File: config.mk
export PLATFORM = sky130hd
export DESIGN_NAME = wm_panel_input
export DESIGN_NICKNAME = d
export VERILOG_FILES = /design/src/rtl/wm_pkg.sv /design/src/rtl/wm_debounce.sv /design/src/rtl/wm_panel_input.sv
export SDC_FILE = /design/constraint.sdc
export NUM_CORES = 1
export LEC_CHECK = 0
export CAP_MARGIN = 20
export CORE_ASPECT_RATIO = 2
export CORE_MARGIN = 1
export CORE_UTILIZATION = 60
export DETAILED_ROUTE_END_ITERATION = 8
export DONT_BUFFER_PORTS = 1
export PLACE_DENSITY = 0.86
export SYNTH_ARGS = -nofsm -noshare
export SYNTH_HDL_FRONTEND = slang
export SYNTH_SLANG_ARGS = --single-unit
export TNS_END_PERCENT = 100
File: constraint.sdc
create_clock -name clk -period 3.9 [get_ports clk]
set_input_delay 0.585 -clock clk [delete_from_list [all_inputs] [get_ports clk]]
set_output_delay 0.585 -clock clk [all_outputs]
set_load 0.005 [all_outputs]
File: src/rtl/wm_pkg.sv
// Shared washing-machine definitions: panel encodings, controller state codes, dwell times.
// Latency: n/a (types and constants only).
// Backpressure: n/a.
package wm_pkg;

   // Load-size switch code; 2'b11 is not a legal selection.
   typedef enum logic [1:0] {
      LOAD_SMALL   = 2'b00,
      LOAD_MEDIUM  = 2'b01,
      LOAD_LARGE   = 2'b10,
      LOAD_INVALID = 2'b11
   } load_e;

   // Water temperature switch code; 2'b11 is not a legal selection.
   typedef enum logic [1:0] {
      TEMP_COLD    = 2'b00,
      TEMP_WARM    = 2'b01,
      TEMP_HOT     = 2'b10,
      TEMP_INVALID = 2'b11
   } temp_e;

   // Downstream controller state codes (busy is high in anything but ST_OFF).
   typedef enum logic [2:0] {
      ST_OFF   = 3'd0,
      ST_FILL  = 3'd1,
      ST_WASH  = 3'd2,
      ST_RINSE = 3'd3,
      ST_SPIN  = 3'd4,
      ST_DRAIN = 3'd5
   } ctrl_state_e;

   // Controller dwell times in seconds.
   localparam int unsigned WASH_DWELL_S  = 600;
   localparam int unsigned RINSE_DWELL_S = 300;
   localparam int unsigned SPIN_DWELL_S  = 240;

   // Raw panel switch bundle, bit-for-bit the sw_raw port layout.
   typedef struct packed {
      logic  lid;      // [6] 1 = open
      logic  spin2;    // [5]
      logic  rinse2;   // [4]
      temp_e temp;     // [3:2]
      load_e load;     // [1:0]
   } panel_sw_t;

   // Wash configuration presented to the controller.
   typedef struct packed {
      load_e load;
      temp_e temp;
      logic  rinse2;
      logic  spin2;
   } panel_cfg_t;

   function automatic logic cfg_invalid(input panel_cfg_t c);
      return (c.load == LOAD_INVALID) || (c.temp == TEMP_INVALID);
   endfunction

endpackage

File: src/rtl/wm_debounce.sv
// Level debouncer: output follows din only after DEBOUNCE_CYCLES consecutive disagreeing samples.
// Latency: DEBOUNCE_CYCLES cycles from a stable din change to dout/rise/fall (all registered).
// Backpressure: none; din is sampled every cycle.
// Ports: clk, rst_n (async, active-low), din (already synchronized), dout (debounced level),
//        rise/fall (one-cycle pulses in the cycle dout has just changed).
module wm_debounce #(
   parameter int unsigned DEBOUNCE_CYCLES = 160000,
   parameter int unsigned DB_WIDTH        = 18,
   parameter logic        RST_VAL         = 1'b0
) (
   input  logic clk,
   input  logic rst_n,
   input  logic din,
   output logic dout,
   output logic rise,
   output logic fall
);

   logic [DB_WIDTH-1:0] cnt_q;

   always_ff @(posedge clk or negedge rst_n) begin
      if (!rst_n) begin
         cnt_q <= '0;
         dout  <= RST_VAL;
         rise  <= 1'b0;
         fall  <= 1'b0;
      end else begin
         rise <= 1'b0;
         fall <= 1'b0;
         if (din == dout) begin
            // Any return to the current level throws away a partial count.
            cnt_q <= '0;
         end else if (cnt_q == DB_WIDTH'(DEBOUNCE_CYCLES - 1)) begin
            dout  <= din;
            cnt_q <= '0;
            rise  <= din;
            fall  <= ~din;
         end else begin
            cnt_q <= cnt_q + 1'b1;
         end
      end
   end

endmodule

File: src/rtl/wm_panel_input.sv
// Front-panel conditioning: synchronize/debounce switches and buttons, qualify start, freeze config.
// Latency: start_pulse 3+DEBOUNCE_CYCLES cycles after a clean press; cfg_* one cycle after sync.
// Backpressure: none; an unqualified start press is dropped, never queued.
// Ports: clk, rst_n; sw_raw[6:0] {lid,spin2,rinse2,temp,load}, start_btn_raw, busy (controller not OFF);
//        start_pulse, cfg_load/temp/rinse2/spin2, lid_closed, cfg_error, lid_abort.
module wm_panel_input
   import wm_pkg::*;
#(
   parameter int unsigned DEBOUNCE_CYCLES = 160000,
   parameter int unsigned DB_WIDTH        = 18
) (
   input  logic       clk,
   input  logic       rst_n,
   input  logic [6:0] sw_raw,
   input  logic       start_btn_raw,
   input  logic       busy,
   output logic       start_pulse,
   output logic [1:0] cfg_load,
   output logic [1:0] cfg_temp,
   output logic       cfg_rinse2,
   output logic       cfg_spin2,
   output logic       lid_closed,
   output logic       cfg_error,
   output logic       lid_abort
);

   // Two-flop synchronizer for every raw input: {start, sw[6:0]}.
   logic [7:0] sync_q1, sync_q2;
   panel_sw_t  sw_s;
   logic       start_s;

   // Synchronizer warm-up count; sync_q2 only reflects the pins after two edges.
   logic [1:0] prime_q;
   // Set once the button has been seen released, so a press held through reset is ignored.
   logic       armed_q;
   // Holds cfg from the start_pulse cycle until busy is observed low.
   logic       frozen_q;

   logic start_db, start_rise, start_fall;
   logic lid_open_db, lid_rise, lid_fall;

   panel_cfg_t cfg_q;

   assign sw_s    = panel_sw_t'(sync_q2[6:0]);
   assign start_s = sync_q2[7];

   wm_debounce #(
      .DEBOUNCE_CYCLES (DEBOUNCE_CYCLES),
      .DB_WIDTH        (DB_WIDTH),
      .RST_VAL         (1'b0)
   ) u_start_db (
      .clk   (clk),
      .rst_n (rst_n),
      .din   (start_s),
      .dout  (start_db),
      .rise  (start_rise),
      .fall  (start_fall)
   );

   // Lid comes out of reset as open so nothing starts until it is seen closed.
   wm_debounce #(
      .DEBOUNCE_CYCLES (DEBOUNCE_CYCLES),
      .DB_WIDTH        (DB_WIDTH),
      .RST_VAL         (1'b1)
   ) u_lid_db (
      .clk   (clk),
      .rst_n (rst_n),
      .din   (sw_s.lid),
      .dout  (lid_open_db),
      .rise  (lid_rise),
      .fall  (lid_fall)
   );

   logic unused_ok;
   assign unused_ok = &{1'b0, start_db, start_fall, lid_fall};

   assign lid_closed = ~lid_open_db;
   assign cfg_error  = cfg_invalid(cfg_q);
   assign cfg_load   = cfg_q.load;
   assign cfg_temp   = cfg_q.temp;
   assign cfg_rinse2 = cfg_q.rinse2;
   assign cfg_spin2  = cfg_q.spin2;

   always_ff @(posedge clk or negedge rst_n) begin
      if (!rst_n) begin
         sync_q1     <= '0;
         sync_q2     <= '0;
         prime_q     <= '0;
         armed_q     <= 1'b0;
         frozen_q    <= 1'b0;
         start_pulse <= 1'b0;
         lid_abort   <= 1'b0;
         cfg_q       <= '0;
      end else begin
         sync_q1 <= {start_btn_raw, sw_raw};
         sync_q2 <= sync_q1;

         if (prime_q != 2'd2) begin
            prime_q <= prime_q + 2'd1;
         end
         if ((prime_q == 2'd2) && !start_s) begin
            armed_q <= 1'b1;
         end

         // Qualifiers are sampled in the cycle the debounced rise is visible.
         start_pulse <= start_rise & armed_q & ~busy & lid_closed & ~cfg_error;
         lid_abort   <= lid_rise & busy;

         if (!busy && !start_pulse && !frozen_q) begin
            cfg_q <= '{load: sw_s.load, temp: sw_s.temp, rinse2: sw_s.rinse2, spin2: sw_s.spin2};
         end

         // Release is one cycle after busy is seen low, so tracking resumes the cycle after the fall.
         if (start_pulse) begin
            frozen_q <= 1'b1;
         end else if (!busy) begin
            frozen_q <= 1'b0;
         end
      end
   end

endmodule
==> impl_metrics.toml, run 1 <==
[outcome]
outcome = "finished, final reports clean"

[final_layout]
drive_gt1_frac = 0.127
nets = 269
instances_no_fill = 315
num-fill-cells = 333
fin_area_um2 = 3150
syn_to_final_growth_pct = 9.43
seq_area_um2 = 1700
multiInputGateArea_um2 = 1100
n_antenna_cell = 0
final_core_util = 0.685

[route]
first_iter_violations = 88
vias = 1973
post_drt_wl_per_cell_um = 18.4
route.detailed.drc = 0
wl_um = 5810
dr.pass1.iters = 5
post_drt_via_cell_ratio = 6.26
ant_nets = 0

[sta]
slew_viol_final = 0
fmax_ghz = 0.458
setup_tns_ns = 0
fin_crit_ns = 2.19
skew_ns = 0.0107
rsz0062_at_grt = "false"
tightest_slew_ns = 0.840
hold_viol = 0
maxSlewHeadroom = 0.436
setup_viol = 0
fin_ws_ns = 1.71
whs_ns = 0.0727
fin_crit_sh = 0.560

[floorplan]
start_util = 0.626
core_area_um2 = 4600
die_w_um = 51.0
fp.dieH_um = 99.9
io_pins = 21
dieArea_um2 = 5090
row_count = 35

[setup_path]
required_ns = 4.10
crit_type = "reg2reg"
r2r_slack_ns = 1.71
r2r-start = "u_start_db.cnt_q[3]"
r2r-end = "u_start_db.cnt_q[7]"
cp-end-kind = "flop"
crit_path_start_kind = "flop"
critPathMaxFanout = 14
critPathArrivalTime_ns = 2.39
rr_worst_depth = 4

[grt]
antenna_found_initial = 0
grt_pass1_vias = 2046
grt_usage = 0.261
overflow = 0
grt_pass1_wl_um = 9360
grt_start_max_net_pins = 68

[synth]
yosys-top-cells-count = "67 x dfrtp_1, 38 x nor2_1, 24 x xnor2_1, 14 x nand4_1, 13 x nand3_1"
synth-edff-count = 0
synthArstFlopShare = 1.00
syn_nets = 264
yosysWarnings = 0
yosys.cell_count.top_type = "dfrtp_1"
synth_top_area_cell = "dfrtp_1"
syn_area_per_cell_um2 = 11.5
yosysTopAreaCellShare = 0.583
synth_area_um2 = 2880
yosysSeqAreaShare = 0.592
synthFlopType = "dfrtp_1"
ys_ff_latch = 68
synth_area_leaders = "dfrtp_1 58%, xnor2_1 7.3%, nor2_1 5.0%"
syn_inst = 250
synthDistinctLibCells = 37

[worst_hold_path]
hold_path.class = "in2async"

[clocking]
cts.clk_slew.worst_paths_ns = 0.08
post_cts_buffers = 0
clock_latency_ns = 0.35
cts_buffers = 9
ctsHoldBuffers = 1
cts_buffer_depth = 2
cts.sinks = 68
cts_root_buf = "clkbuf_8"
htreeDepth = 3
cts_tree = "done"
cts-resized-gates = 0

[placed_design]
io_buffers = 0
place_congestion = 0.813
hpwl_um = 3850
dpl.cell_count = 298
dpl_cell_area_um2 = 2900
dpl_worst_slack_ns = 1.76

[pwr]
seqPwrFrac = 0.518
ir_worst_vdd_mv = 0.429
internal_power_mw = 1.10
power_density_nw_per_um2 = 455
finalPower_mw = 1.43
combPwrFrac = 0.032
power.share.switching = 0.229
switchingPower_mw = 0.328
clockPowerShare = 0.450
p_leak_nw = 1.30

[flow_run]
max_cap_violations = 0
kinds of logic after synthesis:
logic type,after synthesis,synth area share
and+or+nand+nor,109,0.201
DFF,68,0.592
xor gates and xnor gates,32,0.0974
buffers and inverters,15,0.0270
AOI/OAI and AO/OA,14,0.0352
muxes,9,0.0343
adders and majority gates,3,0.0130
cell usage in the layout (no fill, tap or decap), drive strengths merged, types with 4 or more instances in the layout:
cell type	synthesis	final
o21ai	4	4
clkbuf	1	9
nand3	14	14
inv	8	9
nor4	9	9
nor3	8	8
nand4	14	14
nor2	38	38
nand2	8	8
mux2	7	7
and3	5	5
xnor2	24	24
xor2	8	8
dfrtp	67	67
worst max-delay path by stage:
stage	startpoint	to	cells after the start
floorplan	busy	cfg_load[0]	2
global placement	u_start_db.cnt_q[3]	u_start_db.cnt_q[14]	4
detailed placement	u_start_db.cnt_q[3]	u_start_db.cnt_q[7]	4
CTS	u_start_db.cnt_q[3]	u_start_db.cnt_q[7]	4
global route	u_start_db.cnt_q[3]	u_start_db.cnt_q[7]	4
finish	u_start_db.cnt_q[3]	u_start_db.cnt_q[7]	4
sequential cells by signal, indices dropped and copies added (netlist names), 2 cells and up:
name	cells
u_start_db.cnt_q	18
cfg_temp	2
prime_q	2
sync_q2	8
cfg_load	2
sync_q1	8
u_lid_db.cnt_q	18
power by group through the flow:
stage                     clock, mW  combinational, mW  sequential, mW
after global placement            0             0.0283           0.752
after global routing          0.678             0.0517           0.744
after detailed placement          0             0.0305           0.755
after floorplan                   0             0.0282           0.748
final                         0.645             0.0459           0.741
after CTS                     0.656             0.0473           0.741
per-layer routing:
layer	global-route usage	share of wire
met1	0.254	0.34
met2	0.443	0.55
met3	0.0515	0.035
met4	0.233	0.073
met5	0	0
worst max-delay path, cell delays in order (launching register included):
cell and delay (ns):
dfrtp_1 0.41, nand4_1 0.45, or2_2 0.50, o21ai_2 0.53
nor2_1 0.14
layout make-up:
type                            count  area share
Sequential cell                    68       0.541
Multi-Input combinational cell    167       0.348
Clock buffer                        9      0.0393
Clock inverter                      7      0.0314
Tap cell                           55      0.0219
Inverter                            8     0.00954
Timing Repair Buffer                1     0.00874
Power figures use the tool's default switching activity.
==> run 2, diff against run 1 <==
- clock period: 3.9 -> 2.16 ns (I/O delays scaled with it)
==> run 2 against run 1 <==
  * Global-route usage up 0.96 points
  * Final area increased by 3.5%
  * Count of clock-buffer cells in the layout unchanged
  * Register-to-register slack worse by 1.7 ns
  * Via count increased by 2.8%
==> impl_metrics.toml, run 2 (synthesis gave the netlist of run 1 again) <==
[sta]
fin_crit_sh = 0.996
setup_viol = 0
hold_viol = 0
tightest_slew_ns = 0.679
setup_tns_ns = 0
slew_viol_final = 0
fin_crit_ns = 2.15
fmax_ghz = 0.465
maxSlewHeadroom = 0.541
rsz0062_at_grt = "false"
skew_ns = 0.0115

[route]
vias = 2029
first_iter_violations = 105
post_drt_via_cell_ratio = 6.15
dr.pass1.iters = 4
wl_um = 6160
post_drt_wl_per_cell_um = 18.7
ant_nets = 0
route.detailed.drc = 0

[floorplan]
fp.dieH_um = 99.9
row_count = 35
dieArea_um2 = 5090
core_area_um2 = 4600
io_pins = 21
start_util = 0.626
die_w_um = 51.0

[placed_design]
place_congestion = 0.875
hpwl_um = 4050
io_buffers = 0
dpl.cell_count = 304

[grt]
antenna_found_initial = 0
grt_start_max_net_pins = 69
grt_pass1_vias = 2151
overflow = 0
grt_pass1_wl_um = 9640
grt_usage = 0.270

[pwr]
p_leak_nw = 1.36
power_density_nw_per_um2 = 767
ir_worst_vdd_mv = 0.708

[clocking]
cts.clk_slew.worst_paths_ns = 0.09
htreeDepth = 3
post_cts_buffers = 0
cts_root_buf = "clkbuf_8"
clock_latency_ns = 0.35
cts_tree = "done"
cts.sinks = 68
cts_buffers = 9
cts_buffer_depth = 2

[final_layout]
syn_to_final_growth_pct = 13.3
layout_commonest_cell = "dfrtp_1"
nets = 284
largest_registers = "u_lid_db.cnt_q: 18 flops, u_start_db.cnt_q: 18 flops"
instances_no_fill = 330
n_antenna_cell = 0
final_cell_mix = "67 x dfrtp_1, 38 x nor2_1, 24 x xnor2_1"
drive_gt1_frac = 0.142
num-fill-cells = 300

[setup_path]
critPathMaxFanout = 9
cp-end-kind = "flop"
path_cells = "nor4b_1 -> nand4bb_1 -> o21ai_2 -> buf_4 -> nor2_1"
endpoint = "u_start_db.cnt_q[4]"
required_ns = 2.39
crit_path_start_kind = "flop"
r2r_slack_ns = 0.009
r2r-start = "u_start_db.cnt_q[10]"
crit_start = "u_start_db.cnt_q[10]"
crit_type = "reg2reg"
critPathArrivalTime_ns = 2.38
slowest_delay_ns = 0.64
r2r-end = "u_start_db.cnt_q[4]"
cp_slowest_cell = "nor4b_1"
rr_worst_depth = 5

[outcome]
outcome = "finished, final reports clean"

[worst_hold_path]
hold_path.class = "in2reg"

[flow_run]
max_cap_violations = 0
==> run 2: per-layer routing <==
metal | global-route usage | vias to the layer above | wire length, um
met5 | 0 | - | 0
met4 | 0.229 | 0 | 388
met3 | 0.0500 | 35 | 235
met2 | 0.466 | 86 | 3370
met1 | 0.267 | 995 | 2170
li1 | - | 913 | -
==> run 2: worst min-delay path by stage <==
| stage | start | to | slack, ns | cells after the start |
|---|---|---|---|---|
| 6_report | busy | start_pulse | 0.04 | 1 |
| 3_3_place_gp | rst_n | u_lid_db.cnt_q[7] | 0.03 | 0 |
| 4_1_cts | busy | start_pulse | 0.03 | 1 |
| 2_1_floorplan | rst_n | armed_q | 0.03 | 0 |
| 3_5_place_dp | rst_n | u_lid_db.cnt_q[7] | 0.03 | 0 |
| 5_1_grt | busy | start_pulse | 0.04 | 1 |
==> run 2: cell type report <==
cell class / instances / area [um^2] / area share
multi-input combinational: 167 / 1100 / 0.337
clock buffer: 9 / 124 / 0.0380
timing repair buffer: 16 / 163 / 0.0499
sequential: 68 / 1700 / 0.522
tap: 55 / 68.8 / 0.0211
inverter: 8 / 30.0 / 0.00921
clock inverter: 7 / 75.1 / 0.0230
==> run 2: repair_timing <==
item / CTS / global route
endpoints found under the hold margin: 76 / 0
gates resized for setup: 0 / 0
hold buffers: 10 / 0
==> run 2: worst max-delay path, delay by kind of cell, from the launching register on <==
| family | cells | cell delay (ns) |
|---|---|---|
| buffers and inverters | 1 | 0.23 |
| AOI/OAI and AO/OA | 1 | 0.35 |
| DFF | 1 | 0.46 |
| and+or+nand+nor | 3 | 0.99 |
==> run 2: stage by stage <==
stage / setup slack [ns] / total power, mW / hold slack, ns / utilization / instance area (um^2)
after detailed placement: 0.291 / 1.42 / 0.0302 / 0.640 / 2940
after floorplan: 0.577 / 1.40 / 0.0284 / - / 2880
after global routing: 0.0347 / 2.57 / 0.0359 / 0.709 / 3260
after CTS: 0.276 / 2.51 / 0.0277 / 0.709 / 3260
after global placement: 0.366 / 1.41 / 0.0305 / 0.640 / 2940
final: 0.00866 / 2.50 / 0.0431 / 0.709 / 3260
==> run 2: power by group <==
group | leakage [nW] | internal (mW) | total (mW) | switching, mW
clock | 0.104 | 0.541 | 1.06 | 0.519
combinational | 0.378 | 0.0457 | 0.103 | 0.0576
sequential | 0.880 | 1.31 | 1.34 | 0.0286
